**src/rtl/latency_credit_ctrl_pkg.sv**
```systemverilog
// Shared helpers for the latency credit controller: count-width function
// and the default sizing of the return FIFO.
package latency_credit_pkg;

  // Width of a counter that must hold every value from 0 to depth inclusive.
  function automatic int cnt_w(input int depth);
    return $clog2(depth + 1);
  endfunction

  localparam int DEFAULT_FIFO_DEPTH = 8;
  localparam int DEFAULT_CNT_W      = cnt_w(DEFAULT_FIFO_DEPTH);

endpackage

```
**src/rtl/latency_credit_ctrl_tracker.sv**
```systemverilog
// In-flight tracker for a fixed-latency pipe: a LATENCY-deep shift register of
// issue bits whose tail marks the cycle the matching word leaves the pipe.
module lat_valid_tracker #(
  parameter int LATENCY = 6,
  parameter int CNT_W   = 4
) (
  input  logic             clk,
  input  logic             RESET,
  input  logic             issue,
  output logic             strobe,
  output logic [CNT_W-1:0] inflight_count
);

  if (LATENCY == 0) begin : g_comb
    // Combinational pipe: the word returns in the cycle it is issued.
    logic unused_sigs;
    assign unused_sigs    = ^{clk, RESET};
    assign strobe         = issue;
    assign inflight_count = '0;
  end else begin : g_shift
    logic [LATENCY-1:0] shift_q, shift_d;
    logic [CNT_W-1:0]   cnt_q, cnt_d;

    assign strobe         = shift_q[LATENCY-1];
    assign inflight_count = cnt_q;

    // Advance the issue bits one stage and keep a running in-flight count.
    always_comb begin
      shift_d = (shift_q << 1) | LATENCY'(issue);
      cnt_d   = cnt_q + CNT_W'(issue) - CNT_W'(shift_q[LATENCY-1]);
    end

    // Tracker state; reset flushes all pending issue bits.
    always_ff @(posedge clk) begin
      if (RESET) begin
        shift_q <= '0;
        cnt_q   <= '0;
      end else begin
        shift_q <= shift_d;
        cnt_q   <= cnt_d;
      end
    end
  end

endmodule

```
**src/rtl/latency_credit_ctrl.sv**
```systemverilog
// Credit-based flow controller around a fixed-latency, non-stallable pipe.
// Words are only issued when a return FIFO slot is reserved for them, so the
// FIFO cannot overflow even though the pipe never stalls.
module latency_credit_ctrl
  import latency_credit_pkg::*;
#(
  parameter int LATENCY    = 6,
  parameter int WIDTH      = 14,
  parameter int FIFO_DEPTH = DEFAULT_FIFO_DEPTH
) (
  input  logic                            clk,
  input  logic                            RESET,
  input  logic                            s_valid,
  output logic                            s_ready,
  input  logic [WIDTH-1:0]                s_data,
  output logic                            pipe_issue,
  output logic [WIDTH-1:0]                pipe_data,
  input  logic [WIDTH-1:0]                pipe_ret_data,
  output logic                            m_valid,
  input  logic                            m_ready,
  output logic [WIDTH-1:0]                m_data,
  output logic [cnt_w(FIFO_DEPTH)-1:0]    inflight_count,
  output logic [cnt_w(FIFO_DEPTH)-1:0]    fifo_count,
  output logic                            overflow_err
);

  localparam int CNT_W = cnt_w(FIFO_DEPTH);
  localparam int PTR_W = $clog2(FIFO_DEPTH);

  logic [CNT_W-1:0] credits_q, credits_d;
  logic [CNT_W-1:0] fifo_cnt_q, fifo_cnt_d;
  logic [PTR_W-1:0] wr_ptr_q, wr_ptr_d;
  logic [PTR_W-1:0] rd_ptr_q, rd_ptr_d;
  logic             ovf_q, ovf_d;
  logic [WIDTH-1:0] mem_q [FIFO_DEPTH];

  logic strobe_raw, strobe, pop, full, wr_en;

  // Handshake decode: ready comes only from the registered credit count.
  always_comb begin
    s_ready    = (credits_q != '0) && !RESET;
    pipe_issue = s_valid && s_ready;
    pipe_data  = s_data;
    m_valid    = (fifo_cnt_q != '0);
    m_data     = mem_q[rd_ptr_q];
    fifo_count = fifo_cnt_q;
    overflow_err = ovf_q;
  end

  lat_valid_tracker #(
    .LATENCY (LATENCY),
    .CNT_W   (CNT_W)
  ) u_tracker (
    .clk            (clk),
    .RESET          (RESET),
    .issue          (pipe_issue),
    .strobe         (strobe_raw),
    .inflight_count (inflight_count)
  );

  // Capture/pop decisions and next-state of credits, FIFO pointers and error.
  always_comb begin
    strobe     = strobe_raw && !RESET;
    pop        = m_valid && m_ready;
    full       = (fifo_cnt_q == CNT_W'(FIFO_DEPTH));
    wr_en      = strobe && (!full || pop);
    credits_d  = credits_q - CNT_W'(pipe_issue) + CNT_W'(pop);
    fifo_cnt_d = fifo_cnt_q + CNT_W'(wr_en) - CNT_W'(pop);
    wr_ptr_d   = wr_en ? wr_ptr_q + 1'b1 : wr_ptr_q;
    rd_ptr_d   = pop ? rd_ptr_q + 1'b1 : rd_ptr_q;
    ovf_d      = ovf_q || (strobe && full && !pop);
  end

  // Control state: credits restored and FIFO emptied on reset.
  always_ff @(posedge clk) begin
    if (RESET) begin
      credits_q  <= CNT_W'(FIFO_DEPTH);
      fifo_cnt_q <= '0;
      wr_ptr_q   <= '0;
      rd_ptr_q   <= '0;
      ovf_q      <= 1'b0;
    end else begin
      credits_q  <= credits_d;
      fifo_cnt_q <= fifo_cnt_d;
      wr_ptr_q   <= wr_ptr_d;
      rd_ptr_q   <= rd_ptr_d;
      ovf_q      <= ovf_d;
    end
  end

  // FIFO storage; contents are only meaningful below fifo_cnt_q, so no reset.
  always_ff @(posedge clk) begin
    if (wr_en) mem_q[wr_ptr_q] <= pipe_ret_data;
  end

endmodule

```
**config.mk**
```make
export PLATFORM = sky130hd
export DESIGN_NAME = latency_credit_ctrl
export DESIGN_NICKNAME = d
export VERILOG_FILES = /design/src/rtl/latency_credit_ctrl_pkg.sv /design/src/rtl/latency_credit_ctrl_tracker.sv /design/src/rtl/latency_credit_ctrl.sv
export SDC_FILE = /design/constraint.sdc
export NUM_CORES = 1
export LEC_CHECK = 0
export BUFFER_PORTS_ARGS = -buffer_cell sky130_fd_sc_hd__buf_2
export CAP_MARGIN = 20
export CORE_ASPECT_RATIO = 0.6
export CORE_MARGIN = 2
export CORE_UTILIZATION = 45
export CTS_BUF_LIST = sky130_fd_sc_hd__clkbuf_8
export DETAILED_ROUTE_END_ITERATION = 8
export SLEW_MARGIN = 5
export SYNTH_ARGS = -nofsm -noshare
export SYNTH_HDL_FRONTEND = slang
export SYNTH_SLANG_ARGS = --single-unit
export TNS_END_PERCENT = 10
```
**constraint.sdc**
```tcl
create_clock -name clk -period 6.37 [get_ports clk]
set_input_delay 0.637 -clock clk [delete_from_list [all_inputs] [get_ports clk]]
set_output_delay 0.637 -clock clk [all_outputs]
set_load 0.05 [all_outputs]
```
# Yosys cells after proc, flatten, opt, wreduce, memory -nomap -nowiden
# Memory sizes are Yosys's and may differ from the RTL's. A register that Yosys moved wholly into a read port is not among the register bits.
# Cells that the tools add are included.
[word_totals]
output_inout_bits = 40
rom_bits = 0
word_cells = 36
reg_bits = 25
mem_count = 1
inputBits = 32
ramBits = 112
latchBits = 0
[mem_list]
columns = ["name", "depth", "width", "rd", "rd_clocked_by_memory_dff", "write_ports", "line_no", "rtl"]
rows = [
  ["mem_q", 8, 14, 1, 1, 1, "latency_credit_ctrl.sv:35", "logic [WIDTH-1:0] mem_q [FIFO_DEPTH];"],
]
[op_classes]
eq_ne = 1
reduce_logical = 14
div_mod_pow = 0
n_mul = 0
n_bitwise = 1
n_lt_le_gt_ge = 0
n_addsub = 8
shift = 0
muxes = 4
[ops]
columns = ["operator", "count"]
rows = [
  ["adder 4 x 1 -> 4 bit", 3],
  ["subtractor 4 x 1 -> 4 bit", 3],
  ["nonzero test 4 bit", 2],
  ["logical AND 1 bit", 7],
  ["adder 3 x 1 -> 3 bit (second input constant)", 2],
  ["2-to-1 mux 3 bit", 2],
  ["bitwise OR 6 x 1 -> 6 bit", 1],
  ["== test 4 bit (second input constant)", 1],
  ["zero test 1 bit", 3],
  ["logical OR 1 bit", 2],
  ["2-to-1 mux 1 bit", 2],
]

# Depth between registers and ports, before layout
# Gate-level depths: netlist of the first run.
[depth]
ltp_word = 6
depth_mapped = 11
ltp_nobuf = 11

# Cells and area by module
# A second synthesis of the first run with hierarchy kept.
[hier_totals]
hier_cells = 338
area_unflattened_um2 = 5861.9
[modules_own_cells]
columns = ["mod", "n_inst", "area_each_um2", "seq_area_each_um2", "cells_per_inst"]
rows = [
  ["latency_credit_ctrl", 1, 5466.5, 3723.6, 300],
  ["lat_valid_tracker", 1, 395.4, 200.2, 38],
]

# Worst setup path after synthesis of the first run
# Ideal clock, no wire load.
[synth_timing]
path_type = "input -> register"
from = "input port RESET"
to = "register credits_q[2]"
t_required_ns = 6.242
t_arrival_ns = 3.132
path_stages = 8
setup_time_ns = 0.128
n_path_buf = 1
setup_slack_ns = 3.110
path_cell_list = "clkbuf_1 -> nor3b_1 -> xnor2_1 -> ha_1 -> inv_1 -> fa_1 -> xor2_1 -> nor2_1"
[synth_via]
elab_chain_cells = 5
[synth_rtl]
columns = ["item", "line_no", "rtl"]
rows = [
  ["start: declaration", "latency_credit_ctrl.sv:12", "input logic RESET,"],
  ["zero test 1 bit", "latency_credit_ctrl.sv:41", "s_ready = (credits_q != '0) && !RESET;"],
  ["logical AND 1 bit", "latency_credit_ctrl.sv:41", ""],
  ["logical AND 1 bit", "latency_credit_ctrl.sv:42", "pipe_issue = s_valid && s_ready;"],
  ["named net pipe_issue", "latency_credit_ctrl.sv:16", "output logic pipe_issue,"],
  ["subtractor 4 x 1 -> 4 bit", "latency_credit_ctrl.sv:67", "credits_d = credits_q - CNT_W'(pipe_issue) + CNT_W'(pop);"],
  ["adder 4 x 1 -> 4 bit", "latency_credit_ctrl.sv:67", ""],
  ["end signal: assignment", "latency_credit_ctrl.sv:77", "credits_q <= CNT_W'(FIFO_DEPTH);"],
  ["end signal: assignment", "latency_credit_ctrl.sv:83", "credits_q <= credits_d;"],
  ["end: declaration", "latency_credit_ctrl.sv:30", "logic [CNT_W-1:0] credits_q, credits_d;"],
]
# The timed path passes the listed nets, and every way through them passes these cells.
# A chain may end at the register's enable or synchronous reset.

==> impl_metrics.yaml, run 1 <==
routing:
  wire_per_inst_um: 18.2
  postRouteAntennaNets: 0
  wirelength_mm: 10.4
  initialDrtViolationCount: 132
  via_count: 2949
  post-route-drc-count: 0
  drt-pass1-iter-count: 6
  via_per_inst: 5.18
cells_and_area:
  post_route_cells_drive_above_1_share_pct: 26.8
  n_antenna_cell: 0
  area_delta_synth_final_pct: 12.6
  finish.utilization_pct: 51.8
  num-nets-final: 436
global_route:
  grt_remaining_overflow: 0
  antenna_violations_before_repair: 0
  first_global_vias: 2952
  grt_max_degree: 39
  grt_util_all_layers_pct: 16.0
  grt_first_pass_wirelength_mm: 16.1
placed_design:
  post-place-ws_ns: 3.74
  place_congestion: 0.763
  port-buffer-count: 43
  place.detailed.hpwl_mm: 6.62
floorplan:
  rows: 32
  floorplan.die_area_um2: 14000
  die-height_um: 92.5
  dieWidth_um: 151
  initial_core_util_pct: 46.0
  core_um2: 12800
  io_pins: 72
synthesis:
  yosys_most_used_dff: "sky130_fd_sc_hd__edfxtp_1"
  share_of_async_settable_or_async_resettable_flops_after_synthesis_pct: 0
  ys_types: 37
  synth_enable_flop_cells: 112
  yosys_warnings: 0
  post-synth-top-area-cell: "sky130_fd_sc_hd__edfxtp_1"
  synth_largest_type_area_fraction_pct: 57.3
  synth_commonest_cells: "sky130_fd_sc_hd__edfxtp_1 (112), sky130_fd_sc_hd__dfxtp_1 (28), sky130_fd_sc_hd__mux4_1 (25), sky130_fd_sc_hd__nor2_1 (20), sky130_fd_sc_hd__mux2_2 (17)"
  yosysSeqAreaShare_pct: 66.8
  post-synth-top-count-cell: "sky130_fd_sc_hd__edfxtp_1"
  synth.net_count: 390
  gate_count_post_synth: 340
  post_synthesis_cell_area_um2: 5870
  ys_top_cells_by_area: "sky130_fd_sc_hd__edfxtp_1 (57%), sky130_fd_sc_hd__mux4_1 (11%), sky130_fd_sc_hd__dfxtp_1 (9.5%)"
  syn-mean-instance-area_um2: 17.3
  synthesis_stage_register_bit_count: 140
clock_tree:
  clock_pin_slew_on_the_worst_setup_and_hold_paths_ns: 0.08
  cts_post_setup_buffers_inserted: 0
  htree_levels: 4
  cts_buffers: 17
  clock_path_buffers: 2
  clock_latency_ns: 0.42
  sinks_on_clock_net: 140
  post_cts_resize_count: 0
  cts_tree: "done"
  cts-hold-fix-buffers: 0
  cts-root-buf: "sky130_fd_sc_hd__clkbuf_8"
min_path:
  hold-path-endpoint: "u_tracker.g_shift.shift_q[4]"
  hold_path_startpoint: "u_tracker.g_shift.shift_q[3]"
  min_path_type: "flop to flop"
  worstHoldPathCells: 1
critical_path:
  crit_chain: "buf_4 > mux4_1 > mux2_2 > buf_2"
  cp-start-kind: "flop"
  path_buf_inv: 2
  critical_path.reg2reg.startpoint: "fifo_count[2]"
  regToRegEndpoint: "credits_q[2]"
  crit_family: "multiplexers"
  max_stage_delay_ns: 0.68
  worst_r2r_path_depth: 11
  worstPathRequired_ns: 5.73
  end_kind: "output port"
  timing.critical_path.slowest_stage_cell: "sky130_fd_sc_hd__mux4_1"
  cp_max_fo: 28
  worst-endpoint-arrival_ns: 2.35
  rrSetupSlack_ns: 3.84
  critPathKind: "flop to output port"
timing:
  smallest_setup_slack_after_layout_ns: 3.38
  rsz0062_at_grt: "no"
  finClkSkew_ns: 0.00852
  drv_slew: 0
  max-slew-margin-rel_pct: 42.9
  fmax_ghz: 0.334
  setup-tns-final_ns: 0
  min_period_over_period_pct: 47.0
  setup_viol_count_final: 0
  final.min_clock_period_ns: 2.99
  tightest_slew_ns: 0.856
  timing.final.hold_violations: 0
run:
  drv.max_cap_violation_count: 0
pwr:
  ir_drop_mv: 0.149
  power.density_nw_per_um2: 357
  power.leakage_nw: 2.33
outcome:
  run_status: "complete, no violations"
==> per-layer routing <==
metal | up-vias | share of wire [%] | track usage [%]
li1 | 1395 | - | -
met1 | 1471 | 48 | 22.7
met2 | 53 | 45 | 24.0
met3 | 30 | 4.1 | 3.55
met4 | 0 | 2.1 | 7.09
met5 | - | 0 | 0
==> worst max path at each step <==
stage,end,depth (start not counted),slack [ns],startpoint
2_1_floorplan,credits_q[2],8,3.11,RESET
3_3_place_gp,mem_q[0][5],4,3.55,RESET
3_5_place_dp,fifo_count[2],9,3.74,RESET
4_1_cts,m_data[4],4,3.32,flop
5_1_grt,m_data[4],4,3.26,flop
6_report,m_data[4],4,3.38,flop
==> power breakdown <==
part	internal, W	switching, W	total, W
combinational	0.000211	0.000374	0.000586
clock	0.000355	0.000350	0.000705
sequential	0.00102	0.0000462	0.00107
==> metrics by stage <==
stage	instances	cell area (um2)	hold slack [ns]	total power, W
global route	569	6610	0.467	0.00247
global placement	536	6200	0.419	0.00166
detailed placement	537	6210	0.420	0.00168
floorplan	340	5870	0.414	0.00158
finish	569	6610	0.441	0.00236
CTS	569	6610	0.444	0.00239
==> layout by cell type (no fill, tap or decap), types with 4 or more instances in the layout <==
cell / synthesis / final
sky130_fd_sc_hd__buf_4: 14 / 9
sky130_fd_sc_hd__clkbuf_8: 0 / 17
sky130_fd_sc_hd__nor3b_1: 7 / 7
sky130_fd_sc_hd__edfxtp_1: 112 / 112
sky130_fd_sc_hd__inv_1: 16 / 17
sky130_fd_sc_hd__inv_6: 0 / 6
sky130_fd_sc_hd__ha_1: 15 / 15
sky130_fd_sc_hd__buf_2: 2 / 43
sky130_fd_sc_hd__nor2_1: 20 / 20
sky130_fd_sc_hd__nand2_1: 6 / 6
sky130_fd_sc_hd__nand3_1: 6 / 6
sky130_fd_sc_hd__o21ai_0: 4 / 4
sky130_fd_sc_hd__mux4_1: 25 / 25
sky130_fd_sc_hd__dfxtp_1: 28 / 28
sky130_fd_sc_hd__nand2b_1: 6 / 6
sky130_fd_sc_hd__nor2b_1: 13 / 13
sky130_fd_sc_hd__mux2_2: 17 / 17
sky130_fd_sc_hd__a21oi_1: 11 / 11
==> flip-flops by register name, summed over array words and instances, names as in the netlist, named ones only <==
register / flops
wr_ptr_q: 3
rd_ptr_q: 3
u_tracker.g_shift.shift_q: 6
overflow_err: 1
fifo_count: 4
mem_q: 112
u_tracker.inflight_count: 4
credits_q: 4
==> layout make-up <==
| cell class | instances | area (um2) |
|---|---|---|
| Sequential cell | 140 | 3920 |
| Multi-Input combinational cell | 158 | 1720 |
| Inverter | 16 | 60.1 |
| Tap cell | 170 | 213 |
| Clock inverter | 15 | 163 |
| Clock buffer | 17 | 234 |
| Fill cell | 1050 | 6160 |
| Timing Repair Buffer | 53 | 294 |
==> cells by family after synthesis <==
kind of cell               share of synthesized area (%)
muxes                                               15.6
AOI/OAI and AO/OA                                   2.26
DFF                                                 66.8
and+or+nand+nor                                     6.35
xor gates and xnor gates                           0.746
adders and majority gates                           4.22
buffers and inverters                               4.01
==> worst reg2reg max path: stages, from the launching register on <==
cell and delay [ns]:
sky130_fd_sc_hd__dfxtp_1 0.32, sky130_fd_sc_hd__inv_1 0.11, sky130_fd_sc_hd__ha_1 0.19, sky130_fd_sc_hd__nor3b_1 0.44
sky130_fd_sc_hd__inv_1 0.17, sky130_fd_sc_hd__nand2_1 0.20, sky130_fd_sc_hd__xnor2_1 0.14, sky130_fd_sc_hd__ha_1 0.19
sky130_fd_sc_hd__inv_1 0.06, sky130_fd_sc_hd__fa_1 0.37, sky130_fd_sc_hd__xor2_1 0.16, sky130_fd_sc_hd__nor2_1 0.05
Note: power is estimated with default switching activity, not from simulation.
==> run 2: changes to the inputs <==
--- a/config.mk
+++ b/config.mk
@@ -12,6 +12,7 @@
 export CORE_UTILIZATION = 45
 export CTS_BUF_LIST = sky130_fd_sc_hd__clkbuf_8
 export DETAILED_ROUTE_END_ITERATION = 8
+export PLACE_DENSITY = 0.67
 export SLEW_MARGIN = 5
 export SYNTH_ARGS = -nofsm -noshare
 export SYNTH_HDL_FRONTEND = slang
==> constraint.sdc (replaced) <==
create_clock -name clk -period 2.4 [get_ports clk]
set_input_delay 0.24 -clock clk [delete_from_list [all_inputs] [get_ports clk]]
set_output_delay 0.24 -clock clk [all_outputs]
set_load 0.05 [all_outputs]
==> impl_metrics.yaml, run 2 (synthesized netlist as in run 1, its figures left out) <==
floorplan:
  dieWidth_um: 151
  initial_core_util_pct: 46.0
  core_um2: 12800
  rows: 32
  floorplan.die_area_um2: 14000
  io_pins: 72
  die-height_um: 92.5
timing:
  tightest_slew_ns: 0.502
  finClkSkew_ns: 0.0106
  timing.final.hold_violations: 0
  max-slew-margin-rel_pct: 66.5
  drv_slew: 0
  setup_viol_count_final: 0
  final.min_clock_period_ns: 2.32
  setup-tns-final_ns: 0
  fmax_ghz: 0.432
  rsz0062_at_grt: "no"
  min_period_over_period_pct: 96.5
pwr:
  portion_of_total_power_attributed_to_sequential_cells_pct: 44.3
  p_clk_share_pct: 29.3
  ir_drop_mv: 0.373
  netSwitchingFraction_pct: 32.5
  power_frac_comb_pct: 26.4
  power.leakage_nw: 2.36
  power.density_nw_per_um2: 947
  net-switching-power_w: 0.00206
  internal_power_w: 0.00428
routing:
  postRouteAntennaNets: 0
  via_count: 2998
  drt-pass1-iter-count: 4
  initialDrtViolationCount: 238
  post-route-drc-count: 0
  wire_per_inst_um: 18.3
  via_per_inst: 5.23
  wirelength_mm: 10.5
cells_and_area:
  finish.utilization_pct: 52.5
  layout.cells.most_common: "sky130_fd_sc_hd__edfxtp_1"
  post_route_cells_drive_above_1_share_pct: 29.5
  layout.cells.most_common_list: "sky130_fd_sc_hd__edfxtp_1 (112), sky130_fd_sc_hd__buf_2 (42), sky130_fd_sc_hd__mux4_1 (25), sky130_fd_sc_hd__dfxtp_1 (25), sky130_fd_sc_hd__nor2_1 (20)"
  biggest_regs: "mem_q (112), u_tracker.g_shift.shift_q (6)"
  n_antenna_cell: 0
  regMostFlops: "mem_q"
  area_delta_synth_final_pct: 14.1
  max_reg_flops: 112
  num-fill-cells: 1025
  num-nets-final: 440
clock_tree:
  htree_levels: 4
  clock_pin_slew_on_the_worst_setup_and_hold_paths_ns: 0.08
  sinks_on_clock_net: 140
  clock_path_buffers: 2
  cts-root-buf: "sky130_fd_sc_hd__clkbuf_8"
  clock_latency_ns: 0.43
  cts_tree: "done"
  cts_buffers: 17
critical_path:
  cp-start-kind: "flop"
  end_kind: "output port"
  worstPathRequired_ns: 2.16
  worst-endpoint-arrival_ns: 2.08
  critPathKind: "flop to output port"
  regToRegEndpoint: "credits_q[2]"
  rrSetupSlack_ns: 0.22
  cp_max_fo: 14
  critical_path.reg2reg.startpoint: "fifo_count[2]"
  worst_r2r_path_depth: 11
placed_design:
  place_congestion: 0.799
  port-buffer-count: 43
  place.detailed.hpwl_mm: 6.35
global_route:
  grt_util_all_layers_pct: 15.9
  grt_first_pass_wirelength_mm: 16.1
  grt.met3_usage_pct: 5.37
  grt_remaining_overflow: 0
  antenna_violations_before_repair: 0
  first_global_vias: 3006
  global_route.usage.met1_pct: 22.9
  busiest_layer: "met2"
  grt_max_degree: 29
  gr_met2_demand_resource_pct: 23.3
min_path:
  hold_path_startpoint: "pipe_ret_data[11]"
  min_path_type: "primary input to flop"
  hold-path-endpoint: "mem_q[7][11]"
  worstHoldPathCells: 1
run:
  drv.max_cap_violation_count: 0
outcome:
  run_status: "complete, no violations"
[run 2: cell types whose count changed in the layout (fill, tap and decap cells not counted), moves of 2 or more]
cell,change
sky130_fd_sc_hd__nor3b_1,-3
sky130_fd_sc_hd__dfxtp_1,-3
sky130_fd_sc_hd__dfxtp_2,+3
sky130_fd_sc_hd__nor3b_4,+2
sky130_fd_sc_hd__inv_1,-2
sky130_fd_sc_hd__buf_4,+4
[run 2: layout make-up]
cell class | count | area [um2] | share of cell area, %
flip-flops and latches | 140 | 3930 | 58.6
multi-input cells | 158 | 1750 | 26.2
repair buffers | 57 | 353 | 5.27
clock buffers | 17 | 234 | 3.49
well taps | 170 | 213 | 3.17
clock inverters | 15 | 161 | 2.41
inverters | 16 | 60.1 | 0.896
[run 2: timing repair]
| item | in CTS | in global routing |
|---|---|---|
| hold buffers | 0 | 0 |
| resized for setup | 1 | 4 |
| setup buffers | 0 | 0 |
| gates cloned | 0 | 1 |
| setup endpoints to repair | 1 | 18 |
[run 2: worst max-delay path by stage]
stage | startpoint | end | slack, ns | depth (start not counted)
2_1_floorplan | fifo_count[2] | credits_q[2] | 0.01 | 11
3_3_place_gp | credits_q[2] | credits_q[2] | 0.23 | 10
3_5_place_dp | credits_q[2] | credits_q[2] | 0.09 | 10
4_1_cts | flop | m_data[2] | 0.001 | 4
5_1_grt | flop | m_data[3] | 0.01 | 4
6_report | flop | m_data[3] | 0.08 | 4
[run 2: layer usage]
metal	share of wire, %	vias to the layer above
li1	-	1410
met4	0.74	0
met1	49	1519
met2	45	61
met5	0	-
met3	4.7	8
[run 2: power groups by stage]
stage	Combinational [W]	Clock, W	Sequential [W]
after detailed placement	0.00164	0	0.00285
after global placement	0.00162	0	0.00285
after CTS	0.00165	0.00191	0.00280
after global routing	0.00182	0.00202	0.00282
final	0.00168	0.00186	0.00281
after floorplan	0.00122	0	0.00298
[run 2: stage by stage]
step	hold slack, ns	worst slack, ns	instance area, um2	power, W	cells
detailed placement	0.422	0.0924	6260	0.00449	540
CTS	0.0486	0.00144	6660	0.00636	572
floorplan	0.339	0.0107	5900	0.00420	340
global route	0.0527	0.0125	6700	0.00666	573
global placement	0.417	0.229	6260	0.00447	540
finish	0.0719	0.0845	6700	0.00635	573
[run 2: worst max-delay path: stages (launching register included)]
cell and delay [ns]:
sky130_fd_sc_hd__dfxtp_2 0.38, sky130_fd_sc_hd__clkbuf_16 0.21, sky130_fd_sc_hd__mux4_1 0.57, sky130_fd_sc_hd__mux2_2 0.30
sky130_fd_sc_hd__buf_4 0.19
